### config.mk
export PLATFORM = sky130hd
export DESIGN_NAME = multicycle_ctrl
export DESIGN_NICKNAME = d
export VERILOG_FILES = /design/src/rtl/ctrl_pkg.sv /design/src/rtl/cond_check.sv /design/src/rtl/multicycle_ctrl.sv
export SDC_FILE = /design/constraint.sdc
export NUM_CORES = 1
export LEC_CHECK = 0
export CORE_MARGIN = 2
export CORE_UTILIZATION = 38
export DETAILED_ROUTE_END_ITERATION = 6
export GPL_TIMING_DRIVEN = 0
export PLACE_DENSITY = 0.82
export SYNTH_ARGS = -nofsm -noshare
export SYNTH_HDL_FRONTEND = slang
export SYNTH_SLANG_ARGS = --single-unit
### constraint.sdc
create_clock -name clk -period 3.9 [get_ports clk]
set_input_delay 0.78 -clock clk [delete_from_list [all_inputs] [get_ports clk]]
set_output_delay 0.78 -clock clk [all_outputs]
set_load 0.005 [all_outputs]
### src/rtl/ctrl_pkg.sv
// ctrl_pkg -- shared encodings for the multicycle controller: FSM states,
// instruction field values, datapath select codes and funct decode helpers.
package ctrl_pkg;

    typedef enum logic [3:0] {
        FETCH   = 4'd0,
        DECODE  = 4'd1,
        MEM_ADR = 4'd2,
        MEM_RD  = 4'd3,
        MEM_WB  = 4'd4,
        MEM_WR  = 4'd5,
        EXEC_R  = 4'd6,
        EXEC_I  = 4'd7,
        ALU_WB  = 4'd8,
        BRANCH  = 4'd9
    } state_t;

    localparam logic [1:0] OP_DP  = 2'b00;
    localparam logic [1:0] OP_MEM = 2'b01;
    localparam logic [1:0] OP_BR  = 2'b10;
    localparam logic [1:0] OP_SYS = 2'b11;

    localparam logic [3:0] FUNCT_AND = 4'b0000;
    localparam logic [3:0] FUNCT_SUB = 4'b0010;
    localparam logic [3:0] FUNCT_ADD = 4'b0100;
    localparam logic [3:0] FUNCT_CMP = 4'b1010;
    localparam logic [3:0] FUNCT_ORR = 4'b1100;

    localparam logic [3:0] COND_EQ = 4'b0000;
    localparam logic [3:0] COND_NE = 4'b0001;
    localparam logic [3:0] COND_CS = 4'b0010;
    localparam logic [3:0] COND_CC = 4'b0011;
    localparam logic [3:0] COND_MI = 4'b0100;
    localparam logic [3:0] COND_PL = 4'b0101;
    localparam logic [3:0] COND_VS = 4'b0110;
    localparam logic [3:0] COND_VC = 4'b0111;
    localparam logic [3:0] COND_HI = 4'b1000;
    localparam logic [3:0] COND_LS = 4'b1001;
    localparam logic [3:0] COND_GE = 4'b1010;
    localparam logic [3:0] COND_LT = 4'b1011;
    localparam logic [3:0] COND_GT = 4'b1100;
    localparam logic [3:0] COND_LE = 4'b1101;
    localparam logic [3:0] COND_AL = 4'b1110;
    localparam logic [3:0] COND_NV = 4'b1111;

    localparam logic [1:0] ALU_ADD = 2'b00;
    localparam logic [1:0] ALU_SUB = 2'b01;
    localparam logic [1:0] ALU_AND = 2'b10;
    localparam logic [1:0] ALU_ORR = 2'b11;

    localparam logic [1:0] SRC_B_RM   = 2'b00;
    localparam logic [1:0] SRC_B_IMM  = 2'b01;
    localparam logic [1:0] SRC_B_FOUR = 2'b10;

    localparam logic [1:0] RES_ALU_OUT = 2'b00;
    localparam logic [1:0] RES_MEM     = 2'b01;
    localparam logic [1:0] RES_ALU     = 2'b10;

    // Per-state control word held in the output register.
    typedef struct packed {
        logic       mem_req;
        logic       mem_write;
        logic       adr_src;
        logic       pc_write;
        logic       reg_write;
        logic       flag_write;
        logic [1:0] alu_src_b;
        logic [1:0] alu_ctrl;
        logic [1:0] result_src;
    } ctrl_out_t;

    function automatic logic [1:0] funct_alu(input logic [3:0] funct);
        case (funct)
            FUNCT_SUB, FUNCT_CMP: return ALU_SUB;
            FUNCT_AND:            return ALU_AND;
            FUNCT_ORR:            return ALU_ORR;
            default:              return ALU_ADD;
        endcase
    endfunction

    function automatic logic funct_writes(input logic [3:0] funct);
        return funct inside {FUNCT_ADD, FUNCT_SUB, FUNCT_AND, FUNCT_ORR};
    endfunction

endpackage

### src/rtl/cond_check.sv
// cond_check -- evaluates an instruction condition field against the NZCV
// flag register. Only built when COND_EXEC_EN is defined.
`ifdef COND_EXEC_EN
module cond_check
    import ctrl_pkg::*;
(
    input  logic [3:0] cond,
    input  logic [3:0] flags,
    output logic       pass
);

    logic n, z, c, v;
    assign {n, z, c, v} = flags;

    always_comb begin
        // NOTE: give the output a value before the case so no path leaves it unassigned (no latch).
        pass = 1'b0;
        case (cond)
            COND_EQ: pass = z;
            COND_NE: pass = !z;
            COND_CS: pass = c;
            COND_CC: pass = !c;
            COND_MI: pass = n;
            COND_PL: pass = !n;
            COND_VS: pass = v;
            COND_VC: pass = !v;
            COND_HI: pass = c && !z;
            COND_LS: pass = !c || z;
            COND_GE: pass = (n == v);
            COND_LT: pass = (n != v);
            COND_GT: pass = !z && (n == v);
            COND_LE: pass = z || (n != v);
            COND_AL: pass = 1'b1;
            COND_NV: pass = 1'b0;
            default: pass = 1'b0;
        endcase
    end

endmodule
`endif

### src/rtl/multicycle_ctrl.sv
// multicycle_ctrl -- Moore control FSM for a multicycle ARM-style datapath.
// Define COND_EXEC_EN to enable conditional execution against the flag register.
module multicycle_ctrl
    import ctrl_pkg::*;
(
    input  logic        clk,
    input  logic        rst,
    input  logic [31:0] instr,
    input  logic [3:0]  alu_flags,
    input  logic        mem_ready,
    output logic        mem_req,
    output logic        mem_write,
    output logic        adr_src,
    output logic        ir_write,
    output logic        pc_write,
    output logic        reg_write,
    output logic        flag_write,
    output logic [1:0]  alu_src_b,
    output logic [1:0]  alu_ctrl,
    output logic [1:0]  result_src,
    output logic [3:0]  state
);

    state_t     state_q, state_d;
    ctrl_out_t  out_q;
    logic [3:0] flags_q;
    logic       cond_pass;

    logic [1:0] op;
    logic [3:0] funct;
    logic       i_bit, u_bit, s_bit;
    assign op    = instr[27:26];
    assign i_bit = instr[25];
    assign funct = instr[24:21];
    assign u_bit = instr[23];
    assign s_bit = instr[20];

`ifdef COND_EXEC_EN
    cond_check u_cond_check (
        .cond  (instr[31:28]),
        .flags (flags_q),
        .pass  (cond_pass)
    );
    logic unused_bits;
    assign unused_bits = ^{instr[22], instr[19:0]};
`else
    // Every instruction runs as AL; the flag register is still maintained.
    assign cond_pass = 1'b1;
    logic unused_bits;
    assign unused_bits = ^{instr[31:28], instr[22], instr[19:0], flags_q};
`endif

    function automatic ctrl_out_t moore_outputs(input state_t s, input logic [3:0] fn,
                                                input logic s_flag, input logic up);
        ctrl_out_t o;
        o = '0;
        case (s)
            FETCH: begin
                o.mem_req   = 1'b1;
                o.alu_src_b = SRC_B_FOUR;
                o.alu_ctrl  = ALU_ADD;
            end
            MEM_ADR: begin
                o.alu_src_b = SRC_B_IMM;
                o.alu_ctrl  = up ? ALU_ADD : ALU_SUB;
            end
            MEM_RD: begin
                o.mem_req = 1'b1;
                o.adr_src = 1'b1;
            end
            MEM_WB: begin
                o.reg_write  = 1'b1;
                o.result_src = RES_MEM;
            end
            MEM_WR: begin
                o.mem_req   = 1'b1;
                o.mem_write = 1'b1;
                o.adr_src   = 1'b1;
            end
            EXEC_R, EXEC_I: begin
                o.alu_src_b  = (s == EXEC_I) ? SRC_B_IMM : SRC_B_RM;
                o.alu_ctrl   = funct_alu(fn);
                o.flag_write = s_flag || (fn == FUNCT_CMP);
            end
            ALU_WB: begin
                o.reg_write  = 1'b1;
                o.result_src = RES_ALU_OUT;
            end
            BRANCH: begin
                o.pc_write   = 1'b1;
                o.alu_src_b  = SRC_B_IMM;
                o.result_src = RES_ALU;
            end
            default: ;
        endcase
        return o;
    endfunction

    always_comb begin
        state_d = state_q;
        case (state_q)
            FETCH:   if (mem_ready) state_d = DECODE;
            DECODE: begin
                if (!cond_pass) begin
                    state_d = FETCH;
                end else begin
                    case (op)
                        OP_DP:  state_d = i_bit ? EXEC_I : EXEC_R;
                        OP_MEM: state_d = MEM_ADR;
                        OP_BR:  state_d = BRANCH;
                        OP_SYS: state_d = FETCH;
                        default: state_d = FETCH;
                    endcase
                end
            end
            MEM_ADR: state_d = s_bit ? MEM_RD : MEM_WR;
            MEM_RD:  if (mem_ready) state_d = MEM_WB;
            MEM_WR:  if (mem_ready) state_d = FETCH;
            EXEC_R, EXEC_I: state_d = funct_writes(funct) ? ALU_WB : FETCH;
            default: state_d = FETCH;
        endcase
    end

    // The output register is loaded with the control word of the state being
    // entered, so it always lines up with state_q.
    always_ff @(posedge clk or negedge rst) begin
        if (!rst) begin
            state_q <= FETCH;
            out_q   <= moore_outputs(FETCH, 4'b0000, 1'b0, 1'b0);
            flags_q <= 4'b0000;
        end else begin
            // NOTE: non-blocking assignments so every register samples pre-edge values.
            state_q <= state_d;
            out_q   <= moore_outputs(state_d, funct, s_bit, u_bit);
            if (out_q.flag_write) flags_q <= alu_flags;
        end
    end

    // IR/PC capture must coincide with the data handshake, so the fetch
    // enables follow mem_ready directly; rst gates every output low at once.
    logic fetch_done;
    assign fetch_done = rst && (state_q == FETCH) && mem_ready;

    assign mem_req    = rst && out_q.mem_req;
    assign mem_write  = rst && out_q.mem_write;
    assign adr_src    = rst && out_q.adr_src;
    assign ir_write   = fetch_done;
    assign pc_write   = (rst && out_q.pc_write) || fetch_done;
    assign reg_write  = rst && out_q.reg_write;
    assign flag_write = rst && out_q.flag_write;
    assign alu_src_b  = rst ? out_q.alu_src_b  : 2'b00;
    assign alu_ctrl   = rst ? out_q.alu_ctrl   : 2'b00;
    assign result_src = rst ? out_q.result_src : 2'b00;
    assign state      = state_q;

endmodule

==> results.yml, run 1 <==
synthesis:
  yosys.area.top_type: "dfrtp_1"
  seq_area_frac_synth_pct: 45.9
  syn_area_per_cell_um2: 10.7
  synth_cells: 82
  ys_warn_count: 0
  synth_cell_types: 39
  synth.top_cell.area_share_pct: 39.9
  synth_area_leaders: "dfrtp_1, and2_1, dfstp_2"
  syn-cell-area_um2: 877
  synth-seq-cells: 16
  synth_nets: 121
clock_network:
  clkTransAtPathRegs_ns: 0.09
  ctsHtreeMaxLevel: 1
  postCtsSetupBuffers: 0
  numCtsBuffers: 3
  clockBufferDepth: 2
  cts_resized: 0
  cts_hold_buf: 0
  cts_tree: "done"
  root_buffer: "clkbuf_4"
  clock-sinks: 16
  clock_latency_ns: 0.28
power:
  ir_drop_v: 0.000330
  leakagePower_nw: 0.514
  powerDensity_nw_per_um2: 581
timing:
  period_needed_ns: 3.53
  fin_setup_tns_ns: 0
  finClkSkew_ns: 0.000869
  finalMaxSlewViolations: 0
  max_freq_mhz: 283
  setup_violations: 0
  tightest_slew_ns: 0.779
  slew_headroom_pct: 47.9
  period_share_pct: 90.5
  hold_viol_final: 0
  rsz0062_at_grt: "false"
  finalWorstSetupSlack_ns: 0.370
floorplanning:
  die_area_um2: 2710
  fp.dieW_um: 52.0
  fp-row-count: 17
  ios: 56
  start_util_pct: 40.0
  chipHeight_um: 52.0
  core_um2: 2190
detailed_routing:
  drt-total-wl_um: 1760
  first_iter_violations: 16
  via_per_inst: 5.11
  post_drt_wl_per_cell_um: 12.6
  drtAntennaViolNets: 0
  vias: 716
  drt_first_pass_iters: 4
  route.detailed.drc: 0
worst_setup_path:
  endpoint_kind: "output pin"
  cp_data_arrival_time_ns: 2.75
  crit_family: "buffers and inverters"
  crit_chain: "clkdlybuf4s50_1 > clkbuf_1 > and2_1 > clkdlybuf4s50_1"
  cp-start-kind: "primary input"
  worstPathMaxFanout: 20
  crit_type: "in -> out"
  cp.required_ns: 3.12
  crit_slowest_cell: "clkdlybuf4s50_1"
  crit_top_cell: "clkdlybuf4s50_1"
  path_buf_inv: 3
  max_stage_delay_ns: 0.98
place:
  globalplace.congestion: 0.740
  io_buffers: 27
  hpwlAfterDp_um: 1420
  post-place-ws_ns: 0.322
hold_path:
  hold_class: "reg -> reg"
run_status:
  status: "complete, no violations"
final_layout:
  area_delta_synth_final_pct: 37.4
  final_common_cell: "clkdlybuf4s50_1"
  layout_common_cells: "clkdlybuf4s50_1, and2_1, dfrtp_1"
  fillers: 197
  drive_above_1_share_pct: 17.0
  final_nets: 153
  diodes: 0
global_route:
  grt_max_degree: 21
  grt_pass1_vias: 674
  grt_pass1_wl_um: 2970
  antenna_found_initial: 0
  grt.overflow.total: 0
  track_usage_pct: 14.9
job:
  cap_violations: 0
## routing by layer
layer	wire length (um)	up-vias	GRT usage (%)	share of wire (%)
met5	0	-	0	0
met4	24	0	8.33	1.4
met3	48	2	0.862	2.7
met2	908	17	26.6	52
met1	781	346	17.5	44
li1	-	351	-	-
## layout make-up
| type | count | area (um^2) | area share, % |
|---|---|---|---|
| Multi-Input combinational cell | 60 | 437 | 36.2 |
| Sequential cell | 16 | 403 | 33.4 |
| Timing Repair Buffer | 27 | 270 | 22.4 |
| Tap cell | 28 | 35.0 | 2.91 |
| Buffer | 3 | 26.3 | 2.18 |
| Clock buffer | 3 | 22.5 | 1.87 |
| Inverter | 3 | 11.3 | 0.935 |
## Yosys cell counts
library cell	count
and2_1	14
dfrtp_1	14
nand2_1	5
nor2_1	5
inv_1	3
nor3_1	3
a31oi_1	2
buf_6	2
dfstp_2	2
nand3b_1	2
or2_2	2
a211o_1	1
a211oi_2	1
a21boi_0	1
a21boi_1	1
a21boi_2	1
a21o_1	1
a21o_2	1
a21oi_1	1
a31oi_2	1
and2b_2	1
clkbuf_1	1
nand2b_1	1
nand4b_1	1
nand4bb_1	1
nor2b_1	1
nor4_1	1
nor4bb_4	1
o211ai_1	1
o21a_1	1
o21bai_2	1
o22ai_1	1
o31ai_1	1
or3b_1	1
or3b_2	1
or4_4	1
or4b_4	1
or4bb_1	1
xor2_1	1
## power breakdown
part | internal, mW | switching (mW) | leakage (nW) | total, mW
Sequential | 0.224 | 0.0281 | 0.210 | 0.252
Combinational | 0.208 | 0.156 | 0.290 | 0.364
Clock | 0.0358 | 0.0484 | 0.0138 | 0.0841
Total | 0.467 | 0.232 | 0.514 | 0.700
## state kept, by name (all words and copies together), names as in the netlist
name	count
out_q	12
state	4
## logic make-up (layout without fill, tap and decap cells)
kind of cell,Yosys count,in the layout,share of synthesized area [%]
buf+inv,6,36,4.28
flops,16,16,45.9
simple gates,43,43,33.5
compound gates,16,16,15.3
xor+xnor,1,1,0.999
## per-stage QoR
step	instances	power, mW	instance area [um^2]	hold WS, ns	utilization [%]
floorplan	82	0.484	877	0.484	-
global placement	137	0.608	1180	0.595	54.0
detailed placement	137	0.620	1180	0.596	54.0
CTS	140	0.704	1200	0.607	55.0
global route	140	0.747	1200	0.647	55.0
finish	140	0.700	1200	0.608	55.0
## worst paths after layout
path                          start   endpoint  slack [ns]  cells after the start
setup / recovery                rst    adr_src        0.37                      4
hold / removal             state[3]  out_q[11]        0.61                      1
setup reg to reg           state[3]   out_q[4]        2.05                      5
hold reg to reg            state[3]  out_q[11]        0.61                      1
max in group asynchronous       rst   state[2]        2.47                      1
min in group asynchronous       rst   out_q[3]        0.95                      1
(Power assumes the default switching activity.)
==> inputs of run 2 (changes only) <==
--- a/config.mk
+++ b/config.mk
@@ -6,10 +6,11 @@
 export NUM_CORES = 1
 export LEC_CHECK = 0
 export CORE_MARGIN = 2
-export CORE_UTILIZATION = 38
+export CORE_UTILIZATION = 64
 export DETAILED_ROUTE_END_ITERATION = 6
+export DONT_BUFFER_PORTS = 1
 export GPL_TIMING_DRIVEN = 0
-export PLACE_DENSITY = 0.82
+export PLACE_DENSITY = 0.79
 export SYNTH_ARGS = -nofsm -noshare
 export SYNTH_HDL_FRONTEND = slang
 export SYNTH_SLANG_ARGS = --single-unit
==> run 2 against run 1 <==
Effect of this change: clock power rose by 26%; global-route usage up 7.5 points; combinational power shrank 23%; utilization up 18 points; total power shrank 8.1%; worst hold slack got worse by 0.42 ns; die area decreased by 38%; non-clock buffer count down 27; largest cell class unchanged; largest power group unchanged; highest routed layer is now met3.
==> results.yml, run 2 (same netlist as run 1, synthesis figures left out) <==
detailed_routing:
  route.detailed.drc: 0
  vias: 629
  drtAntennaViolNets: 0
  drt-total-wl_um: 1550
  first_iter_violations: 13
  post_drt_wl_per_cell_um: 15.3
  via_per_inst: 6.23
  drt_first_pass_iters: 4
worst_setup_path:
  startpoint: "state[3]"
  crit_type: "reg -> out"
  worstPathMaxFanout: 8
  cp.required_ns: 3.12
  regToRegSetupSlack_ns: 2.01
  crit_family: "simple AND/OR/NAND/NOR gates"
  crit_chain: "nor2_1 > nand2_1 > nor3_1 > and2_1"
  cp-start-kind: "flop"
  reg2reg_from: "state[0]"
  max_stage_delay_ns: 0.50
  crit_slowest_cell: "dfrtp_1"
  cp_data_arrival_time_ns: 1.52
  path_buf_inv: 0
  endpoint_kind: "output pin"
hold_path:
  hold_class: "in -> async"
global_route:
  grt.overflow.total: 0
  met3_usage_pct: 6.52
  track_usage_pct: 22.3
  use_met2_pct: 31.6
  grt_busiest_layer: "met2"
  grt_pass1_vias: 567
  grt_pass1_wl_um: 2410
  grt_max_degree: 21
  grt_util_met1_pct: 30.6
  antenna_found_initial: 0
clock_network:
  numCtsBuffers: 3
  clockBufferDepth: 2
  clock-sinks: 16
  cts_hold_buf: 0
  ctsHtreeMaxLevel: 1
  postCtsSetupBuffers: 0
  clock_latency_ns: 0.28
  clkTransAtPathRegs_ns: 0.09
  cts_resized: 0
  cts_tree: "done"
  root_buffer: "clkbuf_4"
final_layout:
  drive_above_1_share_pct: 23.3
  final_nets: 126
  area_delta_synth_final_pct: 6.28
  multi_input_area_um2: 437
  diodes: 0
  fillers: 94
  postLayoutCellArea_um2: 932
  seqCellArea_um2: 403
  layout_common_cells: "and2_1, dfrtp_1, nor2_1, nand2_1"
  largest_reg_flops: 12
  top_register: "out_q"
  fin_util_pct: 72.5
  fin_cells: 101
timing:
  period_needed_ns: 2.30
  period_share_pct: 58.9
  max_freq_mhz: 435
  fin_setup_tns_ns: 0
  tightest_slew_ns: 0.472
  finalMaxSlewViolations: 0
  finClkSkew_ns: 0.00387
  slew_headroom_pct: 68.5
  hold_viol_final: 0
  setup_violations: 0
  rsz0062_at_grt: "false"
place:
  hpwlAfterDp_um: 1160
  globalplace.congestion: 0.812
  dpl_cell_area_um2: 896
  io_buffers: 0
  place_inst: 97
floorplanning:
  ios: 56
  fp.dieW_um: 41.0
  chipHeight_um: 41.0
  core_um2: 1280
  die_area_um2: 1680
  start_util_pct: 68.3
  fp-row-count: 13
power:
  leakagePower_nw: 0.422
  powerDensity_nw_per_um2: 689
  ir_drop_v: 0.000533
job:
  cap_violations: 0
run_status:
  status: "complete, no violations"
[run 2: stage by stage]
stage          power, mW  setup slack, ns  hold WS, ns
5_1_grt            0.690             1.47        0.163
2_1_floorplan      0.484             1.90        0.484
3_3_place_gp       0.528             1.81        0.485
6_report           0.643             1.60        0.183
4_1_cts            0.644             1.61        0.174
3_5_place_dp       0.532             1.80        0.485
[run 2: report_power, final]
part           internal, mW  switching [mW]  total [mW]
sequential            0.224          0.0320       0.256
clock                0.0567          0.0492       0.106
combinational         0.139           0.142       0.281
[run 2: per-layer routing]
layer  part of all wire [%]  vias to the layer above
met5                      0                        -
met4                      0                        0
met3                    8.4                        0
met2                     48                       31
met1                     43                      299
li1                       -                      299
[run 2: final timing paths]
path / endpoint / cells past startpoint
min in group clk: out_q[3] / 1
max reg2reg: out_q[4] / 6
max in group asynchronous: out_q[11] / 0
min: state[2] / 0
min reg2reg: out_q[9] / 1
max: ir_write / 4
[run 2: layout make-up]
cell class	count	share of cell area, %
buffer	3	2.82
clock buffer	4	3.89
inverter	3	1.21
multi-input combinational	60	46.8
sequential	16	43.2
tap	15	2.01
==> inputs of run 3 (changes only) <==
--- a/config.mk
+++ b/config.mk
@@ -6,11 +6,11 @@
 export NUM_CORES = 1
 export LEC_CHECK = 0
 export CORE_MARGIN = 2
-export CORE_UTILIZATION = 64
+export CORE_UTILIZATION = 54
 export DETAILED_ROUTE_END_ITERATION = 6
 export DONT_BUFFER_PORTS = 1
 export GPL_TIMING_DRIVEN = 0
-export PLACE_DENSITY = 0.79
+export PLACE_DENSITY = 0.71
 export SYNTH_ARGS = -nofsm -noshare
 export SYNTH_HDL_FRONTEND = slang
 export SYNTH_SLANG_ARGS = --single-unit
==> constraint.sdc (replaced) <==
create_clock -name clk -period 2 [get_ports clk]
set_input_delay 0.4 -clock clk [delete_from_list [all_inputs] [get_ports clk]]
set_output_delay 0.4 -clock clk [all_outputs]
set_load 0.005 [all_outputs]
==> run 3 against run 2 <==
Effect of this change: cell area is 1.6% higher; total power is 97% higher; count of clock-buffer cells in the layout stayed put; via count is 0.32% lower; worst setup slack worse by 1.5 ns; critical path depth is 2 higher; sequential power is 96% higher; worst hold slack worse by 0.0012 ns; die area is 17% higher; global-route usage is 2.6 points lower.
==> results.yml, run 3 (same netlist as run 1, synthesis figures left out) <==
floorplanning:
  core_um2: 1510
  ios: 56
  die_area_um2: 1960
  start_util_pct: 58.2
  fp-row-count: 14
  fp.dieW_um: 44.3
  chipHeight_um: 44.3
timing:
  tightest_slew_ns: 0.699
  rsz0062_at_grt: "false"
  setup_violations: 0
  max_freq_mhz: 526
  period_needed_ns: 1.90
  finClkSkew_ns: 0.00764
  slew_headroom_pct: 53.3
  period_share_pct: 95.0
  finalMaxSlewViolations: 0
  hold_viol_final: 0
  fin_setup_tns_ns: 0
global_route:
  grt.overflow.total: 0
  antenna_found_initial: 0
  track_usage_pct: 19.7
  grt_max_degree: 17
  grt_pass1_wl_um: 2830
  grt_pass1_vias: 622
final_layout:
  final_common_cell: "and2_1"
  drive_above_1_share_pct: 25.3
  final_nets: 127
  area_delta_synth_final_pct: 7.99
  diodes: 0
  largest_reg_flops: 12
  layout_common_cells: "and2_1, dfrtp_1, nand2_1"
  top_register: "out_q"
worst_setup_path:
  cp_data_arrival_time_ns: 2.07
  cp-start-kind: "flop"
  max_stage_delay_ns: 0.54
  cp.required_ns: 2.17
  endpoint_kind: "flop"
  worstPathMaxFanout: 10
  crit_chain: "buf_6 > or4b_4 > a31oi_2 > or4_4 > a21boi_2 > o21bai_2"
  crit_type: "reg -> reg"
  crit_slowest_cell: "or4b_4"
power:
  swShare_pct: 35.0
  combPwrFrac_pct: 43.5
  power_mw: 1.26
  internal-power_mw: 0.821
  seq_power_share_pct: 39.9
  powerDensity_nw_per_um2: 1330
  ir_drop_v: 0.000930
  leakagePower_nw: 0.425
  switchingPower_mw: 0.443
  p_clk_share_pct: 16.7
detailed_routing:
  drt_first_pass_iters: 3
  route.detailed.drc: 0
  drt-total-wl_um: 1680
  vias: 627
  first_iter_violations: 12
  drtAntennaViolNets: 0
  via_per_inst: 6.09
  post_drt_wl_per_cell_um: 16.3
clock_network:
  numCtsBuffers: 3
  cts_tree: "done"
  clock_latency_ns: 0.28
  ctsHtreeMaxLevel: 1
  clockBufferDepth: 2
  postCtsSetupBuffers: 0
  clkTransAtPathRegs_ns: 0.10
  root_buffer: "clkbuf_4"
  clock-sinks: 16
place:
  globalplace.congestion: 0.795
  hpwlAfterDp_um: 1190
  io_buffers: 0
run_status:
  status: "complete, no violations"
hold_path:
  hold_class: "in -> reg"
job:
  cap_violations: 0
## run 3: worst max-delay path, delay by kind of cell (launching register included)
family	cells	cell delay [ns]
AND/OR/NAND/NOR	2	0.73
flip-flops	1	0.42
AO/OA/AOI/OAI	3	0.49
buffers and inverters	1	0.15
## run 3: power by group through the flow
stage / registers (mW) / clock network [mW] / logic, mW
3_5_place_dp: 0.507 / 0 / 0.539
3_3_place_gp: 0.503 / 0 / 0.529
4_1_cts: 0.502 / 0.210 / 0.548
2_1_floorplan: 0.488 / 0 / 0.455
6_report: 0.503 / 0.211 / 0.549
5_1_grt: 0.519 / 0.235 / 0.616
## run 3: cell type report
cell class / instances / area, um^2
Buffer: 3 / 26.3
Clock buffer: 4 / 36.3
Fill cell: 126 / 559
Inverter: 3 / 11.3
Multi-Input combinational cell: 60 / 439
Sequential cell: 16 / 404
Tap cell: 16 / 20.0
Timing Repair Buffer: 1 / 10.0
## run 3: repair_timing
action / in CTS / in global routing
hold buffers: 1 / 0
hold endpoints to repair: 16 / 0
setup endpoints to repair: 0 / 2
resized for setup: 0 / 2
## run 3: per-stage QoR
step	util (%)	hold WS, ns	cell area (um^2)	std cells	worst slack [ns]
2_1_floorplan	-	0.104	877	82	0.239
3_3_place_gp	59.6	0.105	897	98	0.136
3_5_place_dp	59.6	0.105	897	98	0.125
4_1_cts	62.6	0.177	943	103	0.0890
5_1_grt	62.9	0.172	947	103	0.00849
6_report	62.9	0.182	947	103	0.100
## run 3: path summary, 6_finish.rpt
| path | slack (ns) | cells past startpoint | startpoint | endpoint |
|---|---|---|---|---|
| min in group asynchronous | 0.60 | 1 | rst | out_q[10] |
| setup / recovery | 0.10 | 6 | state[0] | out_q[4] |
| max in group asynchronous | 0.91 | 1 | rst | state[3] |
| hold reg to reg | 0.56 | 1 | state[3] | out_q[11] |
| hold / removal | 0.18 | 1 | instr[22] | out_q[3] |
| setup reg to reg | 0.10 | 6 | state[0] | out_q[4] |
## run 3: routing by layer
metal  part of all wire (%)  global-route usage, %
met5                      0                      0
met4                   0.59                   7.27
met3                    6.5                   6.53
met2                     46                   28.2
met1                     47                   27.9
